$ cat src/rtl/bin2bcd_pkg.sv
// Shared constants for the sequential binary-to-BCD converter: FSM encoding,
// largest representable decimal value and the saturation (all-nines) pattern.
package bin2bcd_pkg;

    localparam logic [1:0] IDLE  = 2'd0;
    localparam logic [1:0] SHIFT = 2'd1;
    localparam logic [1:0] DONE  = 2'd2;

    localparam int MAX_DIGITS = 8;

    // 10^digits - 1, the largest value that fits in the BCD output
    function automatic int unsigned max_bcd_value(input int digits);
        int unsigned v;
        v = 1;
        for (int i = 0; i < digits; i++) begin
            v = v * 10;
        end
        return v - 1;
    endfunction

    function automatic logic [4*MAX_DIGITS-1:0] all_nines(input int digits);
        logic [4*MAX_DIGITS-1:0] p;
        p = '0;
        for (int i = 0; i < digits; i++) begin
            p[4*i +: 4] = 4'h9;
        end
        return p;
    endfunction

endpackage

$ cat src/rtl/bin2bcd_if.sv
// Request/result bundle between the measurement logic (master) and the
// binary-to-BCD converter (slave).
interface bin2bcd_if #(
    parameter int BIN_W  = 14,
    parameter int DIGITS = 4
);
    logic                  start;
    logic [BIN_W-1:0]      bin;
    logic                  busy;
    logic                  done;
    logic [4*DIGITS-1:0]   bcd;
    logic                  overflow;

    modport master (output start, bin, input busy, done, bcd, overflow);
    modport slave  (input start, bin, output busy, done, bcd, overflow);
endinterface

$ cat src/rtl/bcd_digit_adj.sv
// Double-dabble digit corrector: a BCD digit of 5 or more gets +3 so that the
// following left shift carries correctly into the next decimal digit.
module bcd_digit_adj (
    input  logic [3:0] digit_in,
    output logic [3:0] digit_out
);

    assign digit_out = (digit_in >= 4'd5) ? digit_in + 4'd3 : digit_in;

endmodule

$ cat src/rtl/bin2bcd_seq.sv
// Sequential shift-add-3 binary-to-BCD converter, one bit per clock.
// Optional build macro BIN2BCD_SAT_EN forces all nines on overflow.
module bin2bcd_seq
    import bin2bcd_pkg::*;
#(
    parameter int BIN_W  = 14,
    parameter int DIGITS = 4
) (
    input  logic        clk,
    input  logic        rst_n,
    bin2bcd_if.slave    bus
);

    localparam int BCD_W = 4 * DIGITS;
    localparam int CNT_W = $clog2(BIN_W + 1);
    localparam int unsigned MAX_VAL = max_bcd_value(DIGITS);
`ifdef BIN2BCD_SAT_EN
    localparam logic [4*MAX_DIGITS-1:0] NINES_ALL = all_nines(DIGITS);
    localparam logic [BCD_W-1:0]        NINES     = NINES_ALL[BCD_W-1:0];
`endif

    logic [1:0]       state;
    logic [CNT_W-1:0] cnt;
    logic [BCD_W-1:0] acc;
    logic [BCD_W-1:0] acc_adj;
    logic [BCD_W-1:0] acc_next;
    logic [BIN_W-1:0] sr;
    logic [BCD_W-1:0] bcd_q;
    logic             ovf_int;
    logic             ovf_q;
    logic [BCD_W-1:0] bcd_final;

    genvar g;
    generate
        for (g = 0; g < DIGITS; g++) begin : g_adj
            bcd_digit_adj u_adj (
                .digit_in  (acc[4*g +: 4]),
                .digit_out (acc_adj[4*g +: 4])
            );
        end
    endgenerate

    // Shifting out the top accumulator bit is what yields bin mod 10^DIGITS
    assign acc_next = (acc_adj << 1) | BCD_W'(sr[BIN_W-1]);

`ifdef BIN2BCD_SAT_EN
    assign bcd_final = ovf_int ? NINES : acc_next;
`else
    assign bcd_final = acc_next;
`endif

    always_ff @(posedge clk or negedge rst_n) begin
        if (!rst_n) begin
            state   <= IDLE;
            cnt     <= '0;
            acc     <= '0;
            sr      <= '0;
            bcd_q   <= '0;
            ovf_int <= 1'b0;
            ovf_q   <= 1'b0;
        end else begin
            case (state)
                IDLE: begin
                    if (bus.start) begin
                        sr      <= bus.bin;
                        acc     <= '0;
                        cnt     <= '0;
                        ovf_int <= (32'(bus.bin) > MAX_VAL);
                        state   <= SHIFT;
                    end
                end
                SHIFT: begin
                    acc <= acc_next;
                    sr  <= sr << 1;
                    cnt <= cnt + 1'b1;
                    // Publish on the final shift so results appear with done
                    if (cnt == CNT_W'(BIN_W - 1)) begin
                        bcd_q <= bcd_final;
                        ovf_q <= ovf_int;
                        state <= DONE;
                    end
                end
                DONE: begin
                    state <= IDLE;
                end
                default: begin
                    state <= IDLE;
                end
            endcase
        end
    end

    assign bus.busy     = (state != IDLE);
    assign bus.done     = (state == DONE);
    assign bus.bcd      = bcd_q;
    assign bus.overflow = ovf_q;

endmodule

$ cat src/flat_wrapper.sv
// flat-port wrapper written by rule: the top's interface ports become plain ports
module bin2bcd_seq_flat import bin2bcd_pkg::*;
#(
    parameter int BIN_W  = 14,
    parameter int DIGITS = 4
)
  (clk, rst_n, bus_start, bus_bin, bus_busy, bus_done, bus_bcd, bus_overflow);
  bin2bcd_if #(.BIN_W(BIN_W), .DIGITS(DIGITS)) bus_i ();
  input  logic clk;
  input  logic rst_n;
  input wire logic [$bits(bus_i.start)-1:0] bus_start;
  input wire logic [$bits(bus_i.bin)-1:0] bus_bin;
  output wire logic [$bits(bus_i.busy)-1:0] bus_busy;
  output wire logic [$bits(bus_i.done)-1:0] bus_done;
  output wire logic [$bits(bus_i.bcd)-1:0] bus_bcd;
  output wire logic [$bits(bus_i.overflow)-1:0] bus_overflow;
  assign bus_i.start = bus_start;
  assign bus_i.bin = bus_bin;
  assign bus_busy = bus_i.busy;
  assign bus_done = bus_i.done;
  assign bus_bcd = bus_i.bcd;
  assign bus_overflow = bus_i.overflow;
  bin2bcd_seq #(.BIN_W(BIN_W), .DIGITS(DIGITS)) u_core (.clk(clk), .rst_n(rst_n), .bus(bus_i));
endmodule
$ cat config.mk
export PLATFORM = sky130hd
export DESIGN_NAME = bin2bcd_seq_flat
export DESIGN_NICKNAME = d
export VERILOG_FILES = /design/src/rtl/bin2bcd_pkg.sv /design/src/rtl/bin2bcd_if.sv /design/src/rtl/bcd_digit_adj.sv /design/src/rtl/bin2bcd_seq.sv /design/src/flat_wrapper.sv
export SDC_FILE = /design/constraint.sdc
export NUM_CORES = 1
export LEC_CHECK = 0
export CAP_MARGIN = 20
export CORE_MARGIN = 2
export CORE_UTILIZATION = 54
export DETAILED_ROUTE_END_ITERATION = 10
export PLACE_DENSITY = 0.87
export SYNTH_ARGS = -nofsm -noshare
export SYNTH_HDL_FRONTEND = slang
export SYNTH_SLANG_ARGS = --single-unit
$ cat constraint.sdc
create_clock -name clk -period 4.5 [get_ports clk]
set_input_delay 0.9 -clock clk [delete_from_list [all_inputs] [get_ports clk]]
set_output_delay 0.9 -clock clk [all_outputs]
set_load 0.02 [all_outputs]
---- Word level (Yosys, flattened, before mapping) ----
Cells that the tools add are included.
storage, ports and cells
  flip-flop bits (word level) ............. 54
  bits in latches ......................... 0
  RAM bits ................................ 0
  ROM bits ................................ 0
  input port bits ......................... 17
  memories ................................ 0
cells by class
  add/sub/neg operators ................... 5
  $mul .................................... 0
  divide/modulo/power cells ............... 0
  magnitude comparators ................... 5
  eq/ne operators ......................... 5
  shifts and indexed selects .............. 0
  mux-type cells .......................... 13
  bitwise gates (word level) .............. 1
  reductions and logical operators ........ 7
operators with widths
  cell                                                                    number
  16-bit one-hot mux with 2 select lines                                  1
  14-bit one-hot mux with 2 select lines                                  1
  4-bit by 3-bit >= comparator with 1-bit output (second input constant)  4
  16-bit 2-to-1 mux                                                       1
  4-bit 2-to-1 mux                                                        4
  16-bit by 1-bit bitwise OR with 16-bit output                           1
  14-bit greater-than comparator (second input constant)                  1
  14-bit 2-to-1 mux                                                       1
  4-bit by 2-bit adder with 4-bit output (second input constant)          3
  4-bit one-hot mux with 2 select lines                                   1
  2-bit AND reduction                                                     4
  4-bit by 1-bit adder with 4-bit output (second input constant)          1
  4-bit == test (second input constant)                                   1
  2-bit 2-to-1 mux                                                        2
  2-bit one-hot mux with 2 select lines                                   1
  2-bit nonzero test                                                      2
  3-bit by 2-bit adder with 3-bit output (second input constant)          1
  3-bit 2-to-1 mux                                                        1
  2-bit by 1-bit == test with 1-bit output (second input constant)        1
  2-bit == test (second input constant)                                   1
  2-bit logical NOT                                                       1
  2-bit by 1-bit != test with 1-bit output (second input constant)        1
  2-bit != test (second input constant)                                   1

---- Depth between registers and ports, before layout ----
  depth after elaboration ................. 4
  mapped depth ............................ 8

---- By module ----
From an unflattened synthesis, not the netlist that was laid out.
unflattened totals
  cells, all modules ...................... 266
  area total of the unflattened synthesis .. 2671.3 sq um
by module, submodules not included
  module         instances  cells each  area an instance (sq um)  sequential area each (sq um)
  bin2bcd_seq    1          202         2265.9                    1351.3
  bcd_digit_adj  4          16          101.3                     0.0

---- Worst setup path before layout ----
OpenSTA, ideal clock, no wires.
  path kind ............................... input to register
  from .................................... input bus_start
  to ...................................... register u_core.acc[11]
  library setup time ...................... 0.122 ns
  arrival ................................. 1.712 ns
  setup slack ............................. 2.666 ns
  cell stages on the path ................. 5
  buffers on the path ..................... 1
  cell sequence ........................... or3b_1 buf_6 nand2_8 o31ai_1 a32o_1
between the ends
  cells in the longest elaborated chain, start to end .. 2
ends and longest elaborated chain
  what                           RTL line            RTL
  from (decl)                    flat_wrapper.sv:11  input wire logic [$bits(bus_i.start)-1:0] bus_start;
  2-bit != test (no line)        n/a
  2-bit AND reduction (no line)  n/a
  to (signal assigned)           bin2bcd_seq.sv:73   acc <= acc_next;
  to (decl)                      bin2bcd_seq.sv:24   logic [BCD_W-1:0] acc;
Every way passes these cells.
A chain may end at the register's enable or synchronous reset.

---- Final worst setup path ----
  from .................................... input bus_start
  to ...................................... register u_core.sr[9]
between the ends
  cells in the longest elaborated chain, start to end .. 2
ends and longest elaborated chain
  what                           RTL line           RTL
  2-bit != test (no line)        n/a
  2-bit AND reduction (no line)  n/a
  to (signal assigned)           bin2bcd_seq.sv:65  sr <= bus.bin;
  to (signal assigned)           bin2bcd_seq.sv:74  sr <= sr << 1;
  to (decl)                      bin2bcd_seq.sv:27  logic [BIN_W-1:0] sr;
Every way passes these cells.

==> run metrics <==
DR WL/cell=14.2 um; delay of the slowest critical-path stage=0.71 ns; switch share=0.404; clk slew on worst S/H paths=0.09 ns; outcome=complete, no violations; H-tree depth=2; Post-Layout Inst Area=2950 um^2; fin. max-slew vios=0; ant diodes=0; Req. time, crit path=between 4 and 5 ns; MaxCap Viol Count=0; Peak Freq=~0.4 GHz; Die Wd=72.6 um; Comb pwr share=0.464; crit end category=register; setup_tns=0 ns; Critical Path Slowest Stage Cell=or3b_1; CP top delay family=buffers and inverters; sequential share of power=0.415; Crit path buffers/inverters=2; RSZ-0062 raised after global routing=no; HPWL Detailed=3.39 mm; max_slew headroom=0.320; via count=1930; Switching Power=837 uW; # clock sinks=54; ANT nets after route=0; post-synthesis sequential area ratio=0.532; Initial Util=0.571; area grow syn2layout=16.2%; antenna violations before repair=0; clock buffer depth=2; CP Max Fanout=20; Final Critical Period=2.50 ns; CTS Buf Count=5; P_leak=0.00129 uW; Cell variety after synth=29; Reg area=1350 um^2; # DRC=0; Resized Gates After CTS=0; Final GP Congestion=0.807; share of cells above drive strength 1=0.0519; clock latency at the later pin of the worst-skew pair=0.30 ns; Worst Clk Skew=0.00635 ns; GR Overflow Total=0; # setup viols final=0; Tot GR Track Use=0.200; Synth Cell Area=between 2000 and 3000 um^2; routed wire length=4.85 mm; post-route total power=between 2000 and 2500 uW; Cell Rows=24; Mean Syn Cell Area=9.80 um^2; Slew @ Worst Pin=slightly above 1 ns; worst vdd ir=between 0.0003 and 0.0004 V; Post-CTS Hold Buffers=0; Seq cells post-synth=54; crit path launch type=primary input; Die Y=72.6 um; final worst-path cycle share=0.556; vias per cell=roughly 5.7; Cell Chain, Critical Path=clkdlybuf4s50_1 > or3b_1 > buf_4 > o22ai_1 > nor2_1; DP Area=approximately 2900 um^2; CTS tree=done; DR pass1 iterations=4; min-delay worst type=register to register; postcts setup bufs=0; number of global-route vias before repair=1976; Cell Pwr Density=702 nW/um^2; first-pass GRT wire length=8.42 mm; DIE AREA=5270 um^2; net count after synthesis=286; number of nets in the layout=between 300 and 400; Crit Path Class=primary input to register; port bufs=35; Hold Fails Final Rpt=0; synthesized netlist cell count=around 260; io pins=36; Clock Power Share=0.122; DR iter-0 viols=117; area of the core=roughly 4400 um^2; Clock Root Buffer=clkbuf_8; multi-input combinational cell area=1040 um^2; synth warn=0; worst path arrival time=2.69 ns; fill count=362; internal cell power=1230 uW; largest net degree at the start of global routing=55
[stage by stage]
stage	util	std cells	setup WS, ns	hold WS, ns
floorplan	-	259	2.67	0.437
global placement	0.647	334	1.75	0.451
detailed placement	0.647	334	1.70	0.474
CTS	0.664	341	2.00	0.494
global route	0.664	341	1.94	0.526
finish	0.664	341	2.00	0.484
[flip-flops by register name (all words and copies together) (netlist names)]
register,count
u_core.state,2
u_core.acc,16
u_core.cnt,4
u_core.ovf_int,1
u_core.bus.bcd,16
u_core.sr,14
u_core.bus.overflow,1
[layer usage]
metal | track usage | vias to the layer above | part of all wire
li1 | - | 957 | -
met2 | 0.348 | 39 | 0.51
met4 | 0.0720 | 0 | 0.0056
met3 | 0.0306 | 2 | 0.034
met5 | 0 | - | 0
met1 | 0.252 | 932 | 0.45
[synthesized netlist by cell type]
| library cell | n | area share |
|---|---|---|
| xor2_1 | 1 | 0.0035 |
| nand4_1 | 1 | 0.0025 |
| ha_1 | 10 | 0.049 |
| o21ai_0 | 13 | 0.026 |
| or2_2 | 1 | 0.0025 |
| buf_2 | 9 | 0.018 |
| nand2_8 | 1 | 0.0079 |
| a32o_1 | 4 | 0.016 |
| o21ai_1 | 22 | 0.043 |
| o31ai_1 | 4 | 0.012 |
| nor2b_1 | 2 | 0.0049 |
| or2_1 | 1 | 0.0025 |
| nand2_1 | 26 | 0.038 |
| a21oi_1 | 11 | 0.022 |
| clkbuf_1 | 2 | 0.0030 |
| o311ai_0 | 1 | 0.0035 |
| or3b_1 | 1 | 0.0035 |
| nand2b_1 | 5 | 0.012 |
| o22ai_1 | 12 | 0.030 |
| buf_6 | 4 | 0.018 |
| nor4_1 | 1 | 0.0025 |
| a22oi_1 | 1 | 0.0030 |
| inv_1 | 12 | 0.018 |
| dfrtp_1 | 54 | 0.53 |
| xnor2_1 | 4 | 0.014 |
| mux2_2 | 4 | 0.018 |
| nor2_1 | 27 | 0.040 |
| nor3b_1 | 7 | 0.021 |
| nand3_1 | 18 | 0.035 |
[area by class of cell]
class,instances,share of cell area
Clock buffer,7,0.0259
Inverter,12,0.0153
Multi-Input combinational cell,178,0.354
Sequential cell,54,0.458
Tap cell,52,0.0221
Timing Repair Buffer,38,0.125
[cell usage in the layout (no fill, tap or decap)]
cell             count
buf_4                3
o31ai_1              4
ha_1                10
clkbuf_8             5
a21oi_1             11
or2_2                1
a22oi_1              1
mux2_2               4
o21ai_1             22
nor3b_1              7
o311ai_0             1
nand4_1              1
xnor2_1              4
a32o_1               4
clkbuf_1             2
nor2b_1              2
inv_1               12
dfrtp_1             54
or3b_1               1
nand2b_1             5
o22ai_1             12
clkdlybuf4s50_1     34
xor2_1               1
nor2_1              27
o21ai_0             13
or2_1                1
nand3_1             18
nor4_1               1
nand2_1             26
nand2_8              1
buf_2                1
[cell families after synthesis]
logic type | count (synthesis) | share of synthesized area
AO/OA/AOI/OAI | 68 | 0.154
XOR/XNOR | 5 | 0.0172
adder cells (fa/ha/maj) | 10 | 0.0493
buffers and inverters | 27 | 0.0562
flip-flops | 54 | 0.532
multiplexers | 4 | 0.0177
AND/OR/NAND/NOR | 91 | 0.173
[worst min-delay path, delay by kind of cell, from the launching register on]
family	cells	cell delay, ns
DFF	1	0.35
and+or+nand+nor	1	0.05
AOI/OAI and AO/OA	1	0.06
[power groups by stage]
| stage | clock (uW) | sequential [uW] | combinational, uW |
|---|---|---|---|
| after floorplan | 0 | 896 | 648 |
| after global placement | 0 | 854 | 921 |
| after detailed placement | 0 | 865 | 969 |
| after CTS | 254 | 856 | 973 |
| after global routing | 269 | 886 | 1090 |
| final | 252 | 859 | 960 |
[path summary, 6_finish.rpt]
| path | startpoint | end | slack [ns] | cells past startpoint |
|---|---|---|---|---|
| setup / recovery | bus_start | u_core.sr[9] | 2.00 | 5 |
| hold / removal | u_core.bus.bcd[3] | u_core.bus.bcd[3] | 0.48 | 2 |
| setup reg to reg | u_core.cnt[0] | u_core.bus.overflow | 2.56 | 6 |
| hold reg to reg | u_core.bus.bcd[3] | u_core.bus.bcd[3] | 0.48 | 2 |
| max in group asynchronous | rst_n | u_core.bus.bcd[5] | 3.35 | 2 |
| min in group asynchronous | rst_n | u_core.state[1] | 0.71 | 2 |
Power figures use the tool's default switching activity.
